===== src/rtl/uart_tx_ctrl_if.sv =====
// Data-memory bus port of the UART transmit controller.
// The CPU side drives select, strobe, address and store data; the controller returns load data.
interface uart_tx_ctrl_if;
  logic        sel;
  logic        we;
  logic [1:0]  addr;
  logic [31:0] wdata;
  logic [31:0] rdata;

  modport master (output sel, we, addr, wdata, input rdata);
  modport slave  (input sel, we, addr, wdata, output rdata);
endinterface


===== src/rtl/uart_tx_ctrl.sv =====
// Memory-mapped 8N1 UART transmitter: a byte FIFO fed by CPU stores, drained by a
// baud-rate state machine onto uart_tx.
//
// state | meaning
// IDLE  | line high, waiting for a byte in the FIFO
// START | start bit (low) for one bit period
// DATA  | eight data bits, LSB first, one bit period each
// STOP  | stop bit (high); pops the next byte directly into START if one is waiting
module uart_tx_ctrl #(
  parameter int DIV_RESET  = 434,
  parameter int FIFO_DEPTH = 16
) (
  input  logic           CLK,
  input  logic           RST,
  uart_tx_ctrl_if.slave  bus,
  output logic           uart_tx,
  output logic           tx_busy
);

  localparam int          AW       = $clog2(FIFO_DEPTH);
  localparam logic [AW:0] FULL_CNT = (AW+1)'(FIFO_DEPTH);
  localparam logic [15:0] DIV_INIT = 16'(DIV_RESET);

  typedef enum logic [1:0] {IDLE, START, DATA, STOP} state_t;

  state_t        state;
  logic [7:0]    mem [FIFO_DEPTH];
  logic [AW-1:0] wr_ptr;
  logic [AW-1:0] rd_ptr;
  logic [AW:0]   count;
  logic          overflow;
  logic [15:0]   divisor;
  logic [15:0]   bit_cnt;
  logic [2:0]    bit_idx;
  logic [7:0]    shift;
  logic [7:0]    head;

  logic full;
  logic empty;
  logic wr_txdata;
  logic wr_status;
  logic wr_div;
  logic push;
  logic pop;
  logic bit_done;
  logic [8:0] count_ext;
  logic [7:0] count_sat;

  // Upper store-data bits have no register behind them.
  logic unused_wdata;
  assign unused_wdata = ^bus.wdata[31:16];

  assign full      = (count == FULL_CNT);
  assign empty     = (count == '0);
  assign wr_txdata = bus.sel & bus.we & (bus.addr == 2'd0);
  assign wr_status = bus.sel & bus.we & (bus.addr == 2'd1);
  assign wr_div    = bus.sel & bus.we & (bus.addr == 2'd2);
  // Full is judged on the pre-edge count, so a push while full is dropped even
  // if the FSM pops on the same edge.
  assign push      = wr_txdata & ~full;
  assign bit_done  = (bit_cnt == 16'd0);
  assign pop       = ~empty & ((state == IDLE) | ((state == STOP) & bit_done));
  assign head      = mem[rd_ptr];
  assign tx_busy   = (state != IDLE) | ~empty;
  assign count_ext = 9'(count);
  assign count_sat = count_ext[8] ? 8'hFF : count_ext[7:0];

  // Configuration registers: divisor with a floor of 2, sticky overflow flag.
  always_ff @(posedge CLK or posedge RST) begin
    if (RST) begin
      divisor  <= DIV_INIT;
      overflow <= 1'b0;
    end else begin
      if (wr_div) begin
        divisor <= (bus.wdata[15:0] < 16'd2) ? 16'd2 : bus.wdata[15:0];
      end
      if (wr_txdata & full) begin
        overflow <= 1'b1;
      end else if (wr_status & bus.wdata[3]) begin
        overflow <= 1'b0;
      end
    end
  end

  // FIFO storage; validity is tracked by the pointers and count, so no reset here.
  always_ff @(posedge CLK) begin
    if (push) begin
      mem[wr_ptr] <= bus.wdata[7:0];
    end
  end

  // FIFO pointers wrap modulo the depth; count separates full from empty.
  always_ff @(posedge CLK or posedge RST) begin
    if (RST) begin
      wr_ptr <= '0;
      rd_ptr <= '0;
      count  <= '0;
    end else begin
      if (push) wr_ptr <= wr_ptr + 1'b1;
      if (pop)  rd_ptr <= rd_ptr + 1'b1;
      case ({push, pop})
        2'b10:   count <= count + 1'b1;
        2'b01:   count <= count - 1'b1;
        default: count <= count;
      endcase
    end
  end

  // Frame sequencer; bit timer is a down-counter reloaded from the live divisor,
  // so a divisor change takes effect at the next bit boundary.
  always_ff @(posedge CLK or posedge RST) begin
    if (RST) begin
      state   <= IDLE;
      uart_tx <= 1'b1;
      bit_cnt <= 16'd0;
      bit_idx <= 3'd0;
      shift   <= 8'd0;
    end else begin
      case (state)
        IDLE: begin
          uart_tx <= 1'b1;
          if (pop) begin
            shift   <= head;
            bit_cnt <= divisor - 16'd1;
            uart_tx <= 1'b0;
            state   <= START;
          end
        end
        START: begin
          if (bit_done) begin
            bit_idx <= 3'd0;
            bit_cnt <= divisor - 16'd1;
            uart_tx <= shift[0];
            state   <= DATA;
          end else begin
            bit_cnt <= bit_cnt - 16'd1;
          end
        end
        DATA: begin
          if (bit_done) begin
            bit_cnt <= divisor - 16'd1;
            if (bit_idx == 3'd7) begin
              uart_tx <= 1'b1;
              state   <= STOP;
            end else begin
              bit_idx <= bit_idx + 3'd1;
              shift   <= {1'b0, shift[7:1]};
              uart_tx <= shift[1];
            end
          end else begin
            bit_cnt <= bit_cnt - 16'd1;
          end
        end
        STOP: begin
          if (bit_done) begin
            if (pop) begin
              shift   <= head;
              bit_cnt <= divisor - 16'd1;
              uart_tx <= 1'b0;
              state   <= START;
            end else begin
              state <= IDLE;
            end
          end else begin
            bit_cnt <= bit_cnt - 16'd1;
          end
        end
        default: begin
          uart_tx <= 1'b1;
          state   <= IDLE;
        end
      endcase
    end
  end

  // Load data mux; combinational, reflects pre-edge state.
  always_comb begin
    bus.rdata = 32'd0;
    if (bus.sel && !bus.we) begin
      case (bus.addr)
        2'd1:    bus.rdata = {16'd0, count_sat, 4'd0, overflow, tx_busy, empty, full};
        2'd2:    bus.rdata = {16'd0, divisor};
        default: bus.rdata = 32'd0;
      endcase
    end
  end

endmodule


===== src/flat_wrapper.sv =====
// flat-port wrapper written by rule: the top's interface ports become plain ports
module uart_tx_ctrl_flat 
#(
  parameter int DIV_RESET  = 434,
  parameter int FIFO_DEPTH = 16
)
  (CLK, RST, uart_tx, tx_busy, bus_sel, bus_we, bus_addr, bus_wdata, bus_rdata);
  uart_tx_ctrl_if bus_i ();
  input  logic CLK;
  input  logic RST;
  output logic uart_tx;
  output logic tx_busy;
  input wire logic [$bits(bus_i.sel)-1:0] bus_sel;
  input wire logic [$bits(bus_i.we)-1:0] bus_we;
  input wire logic [$bits(bus_i.addr)-1:0] bus_addr;
  input wire logic [$bits(bus_i.wdata)-1:0] bus_wdata;
  output wire logic [$bits(bus_i.rdata)-1:0] bus_rdata;
  assign bus_i.sel = bus_sel;
  assign bus_i.we = bus_we;
  assign bus_i.addr = bus_addr;
  assign bus_i.wdata = bus_wdata;
  assign bus_rdata = bus_i.rdata;
  uart_tx_ctrl #(.DIV_RESET(DIV_RESET), .FIFO_DEPTH(FIFO_DEPTH)) u_core (.CLK(CLK), .RST(RST), .bus(bus_i), .uart_tx(uart_tx), .tx_busy(tx_busy));
endmodule

===== config.mk =====
export PLATFORM = sky130hd
export DESIGN_NAME = uart_tx_ctrl_flat
export DESIGN_NICKNAME = d
export VERILOG_FILES = /design/src/rtl/uart_tx_ctrl_if.sv /design/src/rtl/uart_tx_ctrl.sv /design/src/flat_wrapper.sv
export SDC_FILE = /design/constraint.sdc
export NUM_CORES = 1
export LEC_CHECK = 0
export CAP_MARGIN = 20
export CORE_AREA = 2 2 136 138
export CTS_CLUSTER_DIAMETER = 50
export DETAILED_ROUTE_END_ITERATION = 8
export DIE_AREA = 0 0 138 140
export PLACE_DENSITY = 0.84
export RECOVER_POWER = 25
export SLEW_MARGIN = 40
export SYNTH_ARGS = -nofsm -noshare
export SYNTH_HDL_FRONTEND = slang
export SYNTH_SLANG_ARGS = --single-unit

===== constraint.sdc =====
create_clock -name CLK -period 3.4 [get_ports CLK]
set_clock_uncertainty 0.05 [all_clocks]
set_input_delay 0.34 -clock CLK [delete_from_list [all_inputs] [get_ports CLK]]
set_output_delay 0.34 -clock CLK [all_outputs]
set_load 0.05 [all_outputs]

==> qor.txt, run 1 <==
OUTCOME
-----------------------------------------------------------------------------------------------
Run status ....................................................................... finished with violations
Failing checks ................................................................... capacitance limit, slew limit

DETAILED ROUTING
-----------------------------------------------------------------------------------------------
Antenna-violating nets left ......................................................            0
Via Count ........................................................................         6159
Detailed Route WL ................................................................      20.9 mm
Count of routing violations after the opening detailed-route iteration ...........          700
Routed WL per cell ...............................................................      21.0 µm
First drt pass iteration count ...................................................            5
Vias per cell ....................................................................         6.19
DR DRC count .....................................................................            0

GRT
-----------------------------------------------------------------------------------------------
Via count of the first global-routing pass .......................................         5967
Total global-route track usage ...................................................        0.221
First-pass GRT wire length .......................................................      33.1 mm
Initial antenna violation count ..................................................            1
Overflow after GRT ...............................................................            0
Maximum number of pins on one net before global-route repair .....................           61

CTS
-----------------------------------------------------------------------------------------------
Master cell of the clock root buffer ............................................. sky130_fd_sc_hd__clkbuf_16
Worst skew pair latency ..........................................................       440 ps
Clock input transition at the sequential cells of the worst setup and hold paths .        70 ps
Deepest level of the CTS H-tree ..................................................            4
Total clock buffers created by CTS ...............................................           17
Clock Tree Buf Depth .............................................................            2
Quantity of hold-fixing buffers added after cts ..................................            0
Clock sinks ......................................................................          188
CTS tree .........................................................................          yes

WORST SETUP PATH
-----------------------------------------------------------------------------------------------
Startpoint type of the worst setup path ..........................................     register
Startpoint of the most critical register-to-register path ........................ u_core.bit_cnt[0]
Slack of the worst reg-to-reg path ...............................................       220 ps
Endpoint required time on the critical path ......................................      3010 ps
FF-to-FF path depth ..............................................................           13
Category of the worst setup path capture point ...................................   output pin
Crit path arrival time ...........................................................      2820 ps
Category of the most critical setup path ......................................... register to output pin
Worst reg2reg endpoint ........................................................... u_core.count[4]
Maximum fanout along the worst path ..............................................           11

SYNTHESIS
-----------------------------------------------------------------------------------------------
Register bit count reported by yosys .............................................          188
Number of warnings issued by yosys ...............................................            0
Post-synthesis sequential area ratio .............................................        0.579
Top cells by area in the synthesized netlist ..................................... sky130_fd_sc_hd__edfxtp_1 42%, sky130_fd_sc_hd__dfrtp_1 15%, sky130_fd_sc_hd__mux4_2 4.6%, sky130_fd_sc_hd__mux2i_1 3.4%, sky130_fd_sc_hd__mux2_2 2.9%
Number of enable-type register cells in the synthesized netlist ..................          128
Synthesized netlist cell count ...................................................          707
Commonest register cell after synthesis .......................................... sky130_fd_sc_hd__edfxtp_1
Post-synth top area cell ......................................................... sky130_fd_sc_hd__edfxtp_1
Count of cell types in the netlist ...............................................           74
Post-Synthesis Cell Area .........................................................     9240 µm²
Area share of the largest cell type after synthesis ..............................        0.416
Average footprint of a synthesized cell ..........................................     13.1 µm²
Ys async rst share ...............................................................        0.319

MIN PATH
-----------------------------------------------------------------------------------------------
Hold Path Cell Cnt ...............................................................            1
Launch instance of the worst min-delay path ...................................... u_core.shift[7]
Endpoint with the worst hold slack ............................................... u_core.shift[7]
Hold WC Path Type ................................................................ register to register

FINISH
-----------------------------------------------------------------------------------------------
Net count, final .................................................................          811
Ant. Diodes ......................................................................            0
Final core area utilization ......................................................        0.587
Design Area, Final ...............................................................    10400 µm²
Final-layout fill cell count .....................................................         1307
Fraction of final layout cells sized beyond drive strength 1 .....................        0.154
Leading cell type in the layout, fill and taps excluded .......................... sky130_fd_sc_hd__edfxtp_1
Commonest cells after routing, fill and taps aside ............................... 128 x sky130_fd_sc_hd__edfxtp_1, 53 x sky130_fd_sc_hd__dfrtp_1, 39 x sky130_fd_sc_hd__nor2_1
Relative area change from synthesis to final layout ..............................        13.0%

JOB
-----------------------------------------------------------------------------------------------
Number of violations of the max-capacitance limit ................................            1

STA
-----------------------------------------------------------------------------------------------
TNS Setup ........................................................................         0 ps
Period Utilization, post-route ...................................................        0.943
Worst rel slew slack .............................................................      -0.0384
Maximum clock rate ...............................................................      312 MHz
Setup violations, final ..........................................................            0
Tightest Pin Transition ..........................................................      1560 ps
Max-slew violation count .........................................................           61
Worst setup margin ...............................................................       192 ps
RSZ-0062 raised after global routing .............................................        false
Final hold violation count .......................................................            0
Time the worst path needs with I/O delays and setup ..............................      3210 ps

PLACE
-----------------------------------------------------------------------------------------------
Detail Placement HPWL ............................................................      14.1 mm
Instance area after placement ....................................................     9880 µm²
Port bufs ........................................................................           39
Worst setup timing slack at the placement stage ..................................       346 ps
RePlAce Congestion ...............................................................        0.846

POWER AND IR DROP
-----------------------------------------------------------------------------------------------
Power density over the cells .....................................................   821 nW/µm²
Peak supply drop .................................................................     0.494 mV
Cell leakage power ...............................................................      3.78 nW

DIE
-----------------------------------------------------------------------------------------------
Die height .......................................................................       140 µm
Top Ports ........................................................................           72
Width of the die .................................................................       138 µm
Overall die area .................................................................    19300 µm²
Site Rows ........................................................................           49
Std-Cell Core Area ...............................................................    17800 µm²
Initial Util .....................................................................        0.520

## worst max path at each step
stage / from / endpoint / slack, ps / cells after the start
floorplan: u_core.bit_cnt[0] / u_core.count[4] / 160 / 17
global placement: u_core.bit_cnt[0] / u_core.count[4] / 450 / 15
detailed placement: u_core.bit_cnt[0] / u_core.count[4] / 350 / 15
CTS: u_core.count[2] / bus_rdata[2] / 110 / 6
global route: u_core.bit_cnt[0] / u_core.count[4] / 40 / 15
finish: u_core.count[2] / bus_rdata[1] / 190 / 5
## logic make-up after synthesis
logic type      count (synthesis)  share of synthesized area
compound gates                142                      0.107
xor+xnor                       32                     0.0303
fa+ha+maj                      20                     0.0271
buf+inv                        71                     0.0390
flops                         188                      0.579
mux                            74                      0.109
other cells                     1                   0.000406
simple gates                  179                      0.108
## metrics by stage
| stage | hold WS (ps) | total power [mW] | std cells |
|---|---|---|---|
| floorplan | 388 | 5.68 | 722 |
| CTS | 444 | 8.52 | 995 |
| global placement | 415 | 6.42 | 963 |
| detailed placement | 430 | 6.57 | 963 |
| global route | 477 | 9.01 | 995 |
| finish | 464 | 8.57 | 995 |
## worst max-delay path, cell delays in order, from the launching register on
cell,delay (ps)
sky130_fd_sc_hd__dfrtp_1,500
sky130_fd_sc_hd__or4_1,620
sky130_fd_sc_hd__nor2_1,190
sky130_fd_sc_hd__a22oi_1,110
sky130_fd_sc_hd__nor2_1,120
sky130_fd_sc_hd__clkdlybuf4s50_1,820
## power breakdown
part / switching [mW] / internal [mW] / total [mW]
Sequential: 0.454 / 2.76 / 3.21
Clock: 0.911 / 1.04 / 1.95
Combinational: 1.96 / 1.44 / 3.40
Total: 3.33 / 5.24 / 8.57
## routing by layer
| metal | vias up | global-route usage | part of all wire |
|---|---|---|---|
| li1 | 2744 | - | - |
| met4 | 0 | 0.0967 | 0.028 |
| met3 | 46 | 0.0424 | 0.065 |
| met5 | - | 0 | 0 |
| met1 | 3090 | 0.289 | 0.40 |
| met2 | 279 | 0.364 | 0.50 |
## repair_timing
action / in CTS / in global routing
endpoints found under the setup margin: 0 / 2
setup buffers: 0 / 0
resized for setup: 0 / 3
## synth_stat cells (all sizes together), types with 3 or more instances
cell	count
a211oi	3
a21o	4
a21oi	20
a221oi	14
a22o	4
a22oi	14
a2bb2oi	3
a31oi	11
a32oi	3
and2	24
buf	31
clkbuf	19
dfrtp	54
dfstp	6
edfxtp	128
ha	20
inv	21
mux2	24
mux2i	31
mux4	19
nand2	34
nand2b	4
nand3	15
nand3b	3
nand4	4
nor2	40
nor2b	6
nor3	14
nor3b	4
nor4	10
o211ai	4
o21ai	39
o22ai	4
o31ai	6
or2	3
or3	4
or4	5
xnor2	19
xor2	13
## registers in the layout, indices dropped and copies added (netlist names)
register / flops
u_core.overflow: 1
u_core.uart_tx: 1
u_core.rd_ptr: 4
u_core.divisor: 16
u_core.count: 5
u_core.wr_ptr: 4
u_core.mem: 128
u_core.state: 2
u_core.bit_cnt: 16
u_core.bit_idx: 3
u_core.shift: 8
## final cells by class
cell class                 count  area (µm²)  share of cell area
clock buffer                  18         429              0.0411
clock inverter                14         151              0.0145
inverter                      21        78.8             0.00755
multi-input combinational    463        3590               0.344
sequential                   188        5350               0.513
tap                          229         287              0.0274
timing repair buffer          62         553              0.0530
Power figures use the tool's default switching activity.
==> run 2: changes to the inputs <==
--- a/config.mk
+++ b/config.mk
@@ -6,12 +6,13 @@
 export NUM_CORES = 1
 export LEC_CHECK = 0
 export CAP_MARGIN = 20
-export CORE_AREA = 2 2 136 138
+export CORE_AREA = 4 4 138 140
 export CTS_CLUSTER_DIAMETER = 50
+export CTS_CLUSTER_SIZE = 24
 export DETAILED_ROUTE_END_ITERATION = 8
-export DIE_AREA = 0 0 138 140
+export DIE_AREA = 0 0 142 144
 export PLACE_DENSITY = 0.84
-export RECOVER_POWER = 25
+export RECOVER_POWER = 100
 export SLEW_MARGIN = 40
 export SYNTH_ARGS = -nofsm -noshare
 export SYNTH_HDL_FRONTEND = slang
==> run 2 against run 1 <==
Effect of this change:
- the flow now finishes without violations
- sequential power about the same
- count of clock-buffer cells in the layout is 1 lower
- highest routed layer unchanged
- hold slack worse by 10 ps
- critical path type is now input pin to output pin
- critical endpoint is now bus_rdata[14]
==> qor.txt, run 2 (synthesis gave the netlist of run 1 again) <==
CTS
-----------------------------------------------------------------------------------------------
Resize count post-CTS ............................................................            0   unchanged
Master cell of the clock root buffer ............................................. sky130_fd_sc_hd__clkbuf_16   unchanged
Clock sinks ......................................................................          188   unchanged
Clock Tree Buf Depth .............................................................            2   unchanged
Quantity of hold-fixing buffers added after cts ..................................            0   unchanged
Deepest level of the CTS H-tree ..................................................            4   unchanged
Total clock buffers created by CTS ...............................................           17   unchanged
Worst skew pair latency ..........................................................       440 ps   about the same
Clock input transition at the sequential cells of the worst setup and hold paths .        70 ps   about the same
Post-CTS setup-driven buffer insertion count .....................................            0   unchanged
CTS tree .........................................................................          yes   unchanged

PLACE
-----------------------------------------------------------------------------------------------
Detail Placement HPWL ............................................................      14.5 mm   was 14.1 mm
Instance area after placement ....................................................     9890 µm²   was 9880 µm²
Port bufs ........................................................................           39   unchanged
RePlAce Congestion ...............................................................        0.908   was 0.846

POWER AND IR DROP
-----------------------------------------------------------------------------------------------
Cell leakage power ...............................................................      3.79 nW   was 3.78 nW
Power density over the cells .....................................................   832 nW/µm²   was 821 nW/µm²
Peak supply drop .................................................................     0.593 mV   was 0.494 mV

GRT
-----------------------------------------------------------------------------------------------
Via count of the first global-routing pass .......................................         6087   was 5967
Maximum number of pins on one net before global-route repair .....................           32   was 61
First-pass GRT wire length .......................................................      34.1 mm   was 33.1 mm
Total global-route track usage ...................................................        0.218   was 0.221
Overflow after GRT ...............................................................            0   unchanged
Initial antenna violation count ..................................................            0   was 1

STA
-----------------------------------------------------------------------------------------------
Final hold violation count .......................................................            0   unchanged
Time the worst path needs with I/O delays and setup ..............................      3280 ps   was 3210 ps
RSZ-0062 raised after global routing .............................................        false   unchanged
Maximum clock rate ...............................................................      305 MHz   was 312 MHz
Max-slew violation count .........................................................            0   was 61
TNS Setup ........................................................................         0 ps   unchanged
Setup violations, final ..........................................................            0   unchanged
Tightest Pin Transition ..........................................................      1360 ps   was 1560 ps
Worst rel slew slack .............................................................       0.0896   was -0.0384
Period Utilization, post-route ...................................................        0.964   was 0.943

WORST SETUP PATH
-----------------------------------------------------------------------------------------------
Endpoint required time on the critical path ......................................      3010 ps   about the same
Chain of cells forming the critical path ......................................... dlygate4sd3_1 > inv_1 > ha_1 > clkbuf_1 > and3b_1 > and2_1 > dlygate4sd3_1   was or4_1 > nor2_1 > a22oi_1 > nor2_1 > clkdlybuf4s50_1
Slack of the worst reg-to-reg path ...............................................       180 ps   was 220 ps
Crit path arrival time ...........................................................      2890 ps   was 2820 ps
Category of the most critical setup path ......................................... input pin to output pin   was register to output pin
Maximum fanout along the worst path ..............................................           11   unchanged
CP most frequent cell ............................................................ sky130_fd_sc_hd__dlygate4sd3_1   was sky130_fd_sc_hd__nor2_1
Largest stage delay on the critical path .........................................       870 ps   was 820 ps
Crit-path slowest cell ........................................................... sky130_fd_sc_hd__dlygate4sd3_1   was sky130_fd_sc_hd__clkdlybuf4s50_1
Worst path buffer plus inverter count ............................................            4   was 1
Dominant delay contributor by cell family on the critical path ................... buffers and inverters   was simple AND/OR/NAND/NOR gates
Startpoint type of the worst setup path ..........................................    input pin   was register
Startpoint of the most critical register-to-register path ........................ u_core.bit_cnt[0]   unchanged
Worst reg2reg endpoint ........................................................... u_core.count[3]   was u_core.count[4]
Category of the worst setup path capture point ...................................   output pin   unchanged
Number of cells on the critical path .............................................            7   was 5
FF-to-FF path depth ..............................................................           13   unchanged

MIN PATH
-----------------------------------------------------------------------------------------------
Launch instance of the worst min-delay path ...................................... u_core.overflow   was u_core.shift[7]
Hold Path Cell Cnt ...............................................................            2   was 1
Endpoint with the worst hold slack ............................................... u_core.overflow   was u_core.shift[7]
Hold WC Path Type ................................................................ register to register   unchanged

FINISH
-----------------------------------------------------------------------------------------------
Top Registers .................................................................... u_core.mem (128), u_core.bit_cnt (16), u_core.divisor (16)   unchanged
Ant. Diodes ......................................................................            0   unchanged
Max FFs per register .............................................................          128   unchanged
Leading cell type in the layout, fill and taps excluded .......................... sky130_fd_sc_hd__edfxtp_1   unchanged
Area taken by multi-input logic gates ............................................     3550 µm²   was 3590 µm²
Relative area change from synthesis to final layout ..............................        13.2%   was 13.0%
Footprint of the flip-flops and latches ..........................................     5360 µm²   was 5350 µm²
Fraction of final layout cells sized beyond drive strength 1 .....................        0.141   was 0.154
Design Area, Final ...............................................................    10500 µm²   was 10400 µm²
Net count, final .................................................................          813   was 811
Commonest cells after routing, fill and taps aside ............................... 128 x sky130_fd_sc_hd__edfxtp_1, 52 x sky130_fd_sc_hd__dfrtp_1, 39 x sky130_fd_sc_hd__nor2_1   was 128 x sky130_fd_sc_hd__edfxtp_1, 53 x sky130_fd_sc_hd__dfrtp_1, 39 x sky130_fd_sc_hd__nor2_1
Final-layout fill cell count .....................................................         1326   was 1307
Most flops, register .............................................................   u_core.mem   unchanged

DETAILED ROUTING
-----------------------------------------------------------------------------------------------
Count of routing violations after the opening detailed-route iteration ...........          599   was 700
Vias per cell ....................................................................         6.28   was 6.19
Antenna-violating nets left ......................................................            0   unchanged
Detailed Route WL ................................................................      21.6 mm   was 20.9 mm
DR DRC count .....................................................................            0   unchanged
Via Count ........................................................................         6261   was 6159
First drt pass iteration count ...................................................            5   unchanged
Routed WL per cell ...............................................................      21.6 µm   was 21.0 µm

OUTCOME
-----------------------------------------------------------------------------------------------
Run status .......................................................................    completed   was finished with violations

JOB
-----------------------------------------------------------------------------------------------
Number of violations of the max-capacitance limit ................................            0   was 1

DIE
-----------------------------------------------------------------------------------------------
Site Rows ........................................................................           49   unchanged
Width of the die .................................................................       142 µm   was 138 µm
Top Ports ........................................................................           72   unchanged
Initial Util .....................................................................        0.518   was 0.520
Overall die area .................................................................    20400 µm²   was 19300 µm²
Die height .......................................................................       144 µm   was 140 µm
Std-Cell Core Area ...............................................................    17800 µm²   about the same

-- run 2: cell types whose count changed in the layout (fill, tap and decap cells not counted), sizes merged, moves of 5 or more --
cell	delta
clkdlybuf4s50	-19
clkbuf	+7
buf	-5
dlygate4sd3	+19
-- run 2: layer usage --
metal,vias to the layer above,routed length [µm],share of wire,track usage
li1,2764,-,-,-
met1,3144,8730,0.40,0.292
met2,304,10800,0.50,0.358
met3,49,1450,0.067,0.0420
met4,0,586,0.027,0.0788
met5,-,0,0,0
-- run 2: worst max path at each step --
stage	startpoint	to	slack [ps]
4_1_cts	u_core.count[2]	bus_rdata[2]	50
3_5_place_dp	u_core.bit_cnt[0]	u_core.count[4]	250
5_1_grt	u_core.bit_cnt[0]	u_core.count[4]	20
6_report	bus_addr[0]	bus_rdata[14]	120
3_3_place_gp	u_core.bit_cnt[0]	u_core.count[4]	380
2_1_floorplan	u_core.bit_cnt[0]	u_core.count[4]	160
-- run 2: where the power goes --
group / internal (mW) / switching [mW]
sequential: 2.76 / 0.464
clock: 1.14 / 0.967
combinational: 1.42 / 1.94
total: 5.32 / 3.37
-- run 2: through the flow --
| stage | util | setup WS, ps | std cells | hold WS [ps] | power (mW) |
|---|---|---|---|---|---|
| after floorplan | - | 165 | 722 | 388 | 5.68 |
| after global placement | 0.554 | 378 | 965 | 413 | 6.44 |
| after detailed placement | 0.554 | 246 | 965 | 422 | 6.58 |
| after CTS | 0.591 | 54.6 | 997 | 322 | 8.70 |
| after global routing | 0.586 | 18.8 | 997 | 477 | 9.16 |
| final | 0.586 | 122 | 997 | 454 | 8.70 |
-- run 2: worst reg2reg max path: cells and delay by family, from the launching register on --
family	cells	cell delay (ps)
xor gates and xnor gates	1	180
buffers and inverters	3	520
AOI/OAI and AO/OA	2	340
adders and majority gates	2	550
DFF	1	430
and+or+nand+nor	5	1070
-- run 2: cell type report --
type,instances,area share
Clock buffer,17,0.0407
Clock inverter,15,0.0211
Inverter,21,0.00754
Multi-Input combinational cell,463,0.340
Sequential cell,188,0.512
Tap cell,229,0.0274
Timing Repair Buffer,64,0.0509
==> run 3: changes to the inputs <==
--- a/config.mk
+++ b/config.mk
@@ -6,12 +6,12 @@
 export NUM_CORES = 1
 export LEC_CHECK = 0
 export CAP_MARGIN = 20
-export CORE_AREA = 4 4 138 140
+export CORE_AREA = 4 4 141 143
 export CTS_CLUSTER_DIAMETER = 50
 export CTS_CLUSTER_SIZE = 24
 export DETAILED_ROUTE_END_ITERATION = 8
-export DIE_AREA = 0 0 142 144
-export PLACE_DENSITY = 0.84
+export DIE_AREA = 0 0 145 147
+export PLACE_DENSITY = 0.81
 export RECOVER_POWER = 100
 export SLEW_MARGIN = 40
 export SYNTH_ARGS = -nofsm -noshare
==> run 3 against run 2 <==
Effect of this change:
- the flow now finishes with violations (capacitance limit, slew limit)
- sequential power is essentially flat
- die area grew 4.2%
- register-to-register slack gained 130 ps
- cell area increased by 0.11%
- total power shrank 0.27%
- via count is 2.7% lower
- cell count rose by 0.30%
- first-iteration DRC count down 13%
- critical path type is now register to output pin
==> qor.txt, run 3 (synthesis gave the netlist of run 1 again) <==
OUTCOME
-----------------------------------------------------------------------------------------------
Run status ....................................................................... finished with violations   was completed
Failing checks ................................................................... capacitance limit, slew limit

CTS
-----------------------------------------------------------------------------------------------
Total clock buffers created by CTS ...............................................           17   unchanged
CTS tree .........................................................................          yes   unchanged
Clock input transition at the sequential cells of the worst setup and hold paths .        80 ps   was 70 ps
Master cell of the clock root buffer ............................................. sky130_fd_sc_hd__clkbuf_16   unchanged
Worst skew pair latency ..........................................................       440 ps   about the same
Clock Tree Buf Depth .............................................................            2   unchanged
Deepest level of the CTS H-tree ..................................................            4   unchanged
Clock sinks ......................................................................          188   unchanged

DIE
-----------------------------------------------------------------------------------------------
Width of the die .................................................................       145 µm   was 142 µm
Die height .......................................................................       147 µm   was 144 µm
Overall die area .................................................................    21300 µm²   was 20400 µm²
Std-Cell Core Area ...............................................................    18600 µm²   was 17800 µm²
Site Rows ........................................................................           50   was 49
Initial Util .....................................................................        0.497   was 0.518
Top Ports ........................................................................           72   unchanged

WORST SETUP PATH
-----------------------------------------------------------------------------------------------
Endpoint required time on the critical path ......................................      3010 ps   about the same
Startpoint type of the worst setup path ..........................................     register   was input pin
Crit path arrival time ...........................................................      2790 ps   was 2890 ps
Number of cells on the critical path .............................................            4   was 7
Largest stage delay on the critical path .........................................       810 ps   was 870 ps
Category of the most critical setup path ......................................... register to output pin   was input pin to output pin
Chain of cells forming the critical path ......................................... or4_1 > nor2_1 > nand2_1 > dlygate4sd3_1   was dlygate4sd3_1 > inv_1 > ha_1 > clkbuf_1 > and3b_1 > and2_1 > dlygate4sd3_1
Maximum fanout along the worst path ..............................................           11   unchanged
Dominant delay contributor by cell family on the critical path ................... simple AND/OR/NAND/NOR gates   was buffers and inverters
Crit-path slowest cell ........................................................... sky130_fd_sc_hd__dlygate4sd3_1   unchanged
Worst path buffer plus inverter count ............................................            1   was 4
Category of the worst setup path capture point ...................................   output pin   unchanged
FF-to-FF path depth ..............................................................           15   was 13

STA
-----------------------------------------------------------------------------------------------
Setup violations, final ..........................................................            0   unchanged
Period Utilization, post-route ...................................................        0.934   was 0.964
RSZ-0062 raised after global routing .............................................        false   unchanged
Maximum clock rate ...............................................................      315 MHz   was 305 MHz
Time the worst path needs with I/O delays and setup ..............................      3180 ps   was 3280 ps
Tightest Pin Transition ..........................................................      1600 ps   was 1360 ps
Final hold violation count .......................................................            0   unchanged
Max-slew violation count .........................................................           61   was 0
Worst rel slew slack .............................................................      -0.0681   was 0.0896
TNS Setup ........................................................................         0 ps   unchanged

MIN PATH
-----------------------------------------------------------------------------------------------
Hold WC Path Type ................................................................ register to register   unchanged
Hold Path Cell Cnt ...............................................................            2   unchanged

FINISH
-----------------------------------------------------------------------------------------------
Net count, final .................................................................          811   was 813
Leading cell type in the layout, fill and taps excluded .......................... sky130_fd_sc_hd__edfxtp_1   unchanged
Ant. Diodes ......................................................................            0   unchanged
Fraction of final layout cells sized beyond drive strength 1 .....................        0.142   was 0.141
Top Registers .................................................................... u_core.mem (128), u_core.bit_cnt (16), u_core.divisor (16)   unchanged
Area taken by multi-input logic gates ............................................     3570 µm²   was 3550 µm²
Design Area, Final ...............................................................    10500 µm²   about the same
Footprint of the flip-flops and latches ..........................................     5350 µm²   was 5360 µm²
Max FFs per register .............................................................          128   unchanged
Most flops, register .............................................................   u_core.mem   unchanged
Final-layout fill cell count .....................................................         1455   was 1326
Commonest cells after routing, fill and taps aside ............................... 128 x sky130_fd_sc_hd__edfxtp_1, 53 x sky130_fd_sc_hd__dfrtp_1, 39 x sky130_fd_sc_hd__nor2_1   was 128 x sky130_fd_sc_hd__edfxtp_1, 52 x sky130_fd_sc_hd__dfrtp_1, 39 x sky130_fd_sc_hd__nor2_1
Final core area utilization ......................................................        0.563   was 0.586
Relative area change from synthesis to final layout ..............................        13.3%   was 13.2%

DETAILED ROUTING
-----------------------------------------------------------------------------------------------
First drt pass iteration count ...................................................            5   unchanged
Via Count ........................................................................         6091   was 6261
Count of routing violations after the opening detailed-route iteration ...........          520   was 599
Vias per cell ....................................................................         6.09   was 6.28
Antenna-violating nets left ......................................................            0   unchanged
DR DRC count .....................................................................            0   unchanged
Detailed Route WL ................................................................      21.1 mm   was 21.6 mm
Routed WL per cell ...............................................................      21.1 µm   was 21.6 µm

POWER AND IR DROP
-----------------------------------------------------------------------------------------------
Power density over the cells .....................................................   829 nW/µm²   was 832 nW/µm²
Net switching component of the power .............................................      3.41 mW   was 3.37 mW
Part of the total power dissipated in combinational logic ........................        0.385   was 0.387
Clock power share ................................................................        0.245   was 0.243
Cell leakage power ...............................................................      3.78 nW   was 3.79 nW
Total power of the final layout ..................................................      8.67 mW   was 8.70 mW
Peak supply drop .................................................................     0.567 mV   was 0.593 mV
Cell Int Power ...................................................................      5.27 mW   was 5.32 mW
Relative contribution of sequential cells to total power .........................        0.371   about the same
Share of total power consumed by net switching ...................................        0.393   was 0.388

PLACE
-----------------------------------------------------------------------------------------------
RePlAce Congestion ...............................................................        0.874   was 0.908
Port bufs ........................................................................           39   unchanged
Detail Placement HPWL ............................................................      14.0 mm   was 14.5 mm
Instance area after placement ....................................................     9880 µm²   was 9890 µm²

GRT
-----------------------------------------------------------------------------------------------
Total global-route track usage ...................................................        0.201   was 0.218
Maximum number of pins on one net before global-route repair .....................           61   was 32
Via count of the first global-routing pass .......................................         6047   was 6087
First-pass GRT wire length .......................................................      33.8 mm   was 34.1 mm
Initial antenna violation count ..................................................            0   unchanged
Overflow after GRT ...............................................................            0   unchanged

JOB
-----------------------------------------------------------------------------------------------
Number of violations of the max-capacitance limit ................................            1   was 0

==> run 3: cell types whose count changed in the layout (fill, tap and decap cells not counted), sizes merged <==
cell           change
clkbuf             +1
clkinv             +3
inv                -1
buf                -2
bufinv             -1
clkdlybuf4s50      -1
clkinvlp           -1
==> run 3: final cells by class <==
type                    count  share of cell area
clock buffers              17              0.0407
clock inverters            15              0.0220
inverters                  21             0.00753
multi-input cells         463               0.341
flip-flops and latches    188               0.512
well taps                 234              0.0280
repair buffers             62              0.0493
==> run 3: final timing paths <==
| path | startpoint | slack (ps) | endpoint |
|---|---|---|---|
| max reg2reg | u_core.bit_cnt[0] | 310 | u_core.count[4] |
| max in group asynchronous | RST | 1390 | u_core.rd_ptr[1] |
| min | u_core.overflow | 440 | u_core.overflow |
| min in group asynchronous | RST | 850 | u_core.bit_cnt[2] |
| min reg2reg | u_core.overflow | 440 | u_core.overflow |
| max | u_core.count[2] | 220 | tx_busy |
==> run 3: through the flow <==
| step | instances | setup WS (ps) | hold slack [ps] |
|---|---|---|---|
| 2_1_floorplan | 722 | 165 | 388 |
| 3_3_place_gp | 968 | 409 | 414 |
| 3_5_place_dp | 968 | 344 | 420 |
| 4_1_cts | 1000 | 60.4 | 437 |
| 5_1_grt | 1000 | 13.3 | 478 |
| 6_report | 1000 | 223 | 435 |
==> run 3: layer usage <==
| layer | vias up | wire length, µm | GRT usage | part of all wire |
|---|---|---|---|---|
| li1 | 2758 | - | - | - |
| met1 | 3077 | 8780 | 0.259 | 0.42 |
| met4 | 0 | 540 | 0.0793 | 0.026 |
| met5 | - | 0 | 0 | 0 |
| met2 | 210 | 10700 | 0.341 | 0.51 |
| met3 | 46 | 1110 | 0.0376 | 0.053 |
==> run 3: repair_timing <==
action / 4_1_cts / 5_1_grt
gates resized for setup: 0 / 3
buffers inserted: 0 / 0
setup endpoints to repair: 0 / 3
hold buffers: 0 / 0
==> run 3: worst register-to-register path: stages, from the launching register on <==
cell and delay [ps]:
sky130_fd_sc_hd__dfrtp_1 430, sky130_fd_sc_hd__inv_1 100, sky130_fd_sc_hd__ha_1 250, sky130_fd_sc_hd__nor2b_1 240, sky130_fd_sc_hd__and4_1 310, sky130_fd_sc_hd__nand2_1 160
sky130_fd_sc_hd__a2bb2oi_4 210, sky130_fd_sc_hd__inv_2 80, sky130_fd_sc_hd__ha_1 180, sky130_fd_sc_hd__xor2_1 160, sky130_fd_sc_hd__ha_1 200, sky130_fd_sc_hd__a21o_1 120
sky130_fd_sc_hd__nand2_1 50, sky130_fd_sc_hd__a21o_1 160, sky130_fd_sc_hd__a21oi_1 170, sky130_fd_sc_hd__xor2_1 150
==> run 3: power groups by stage <==
stage / clock (mW) / combinational (mW) / sequential (mW)
after detailed placement: 0 / 3.30 / 3.25
final: 2.12 / 3.34 / 3.21
after CTS: 2.14 / 3.34 / 3.20
after global routing: 2.23 / 3.67 / 3.27
after floorplan: 0 / 2.64 / 3.04
after global placement: 0 / 3.20 / 3.24
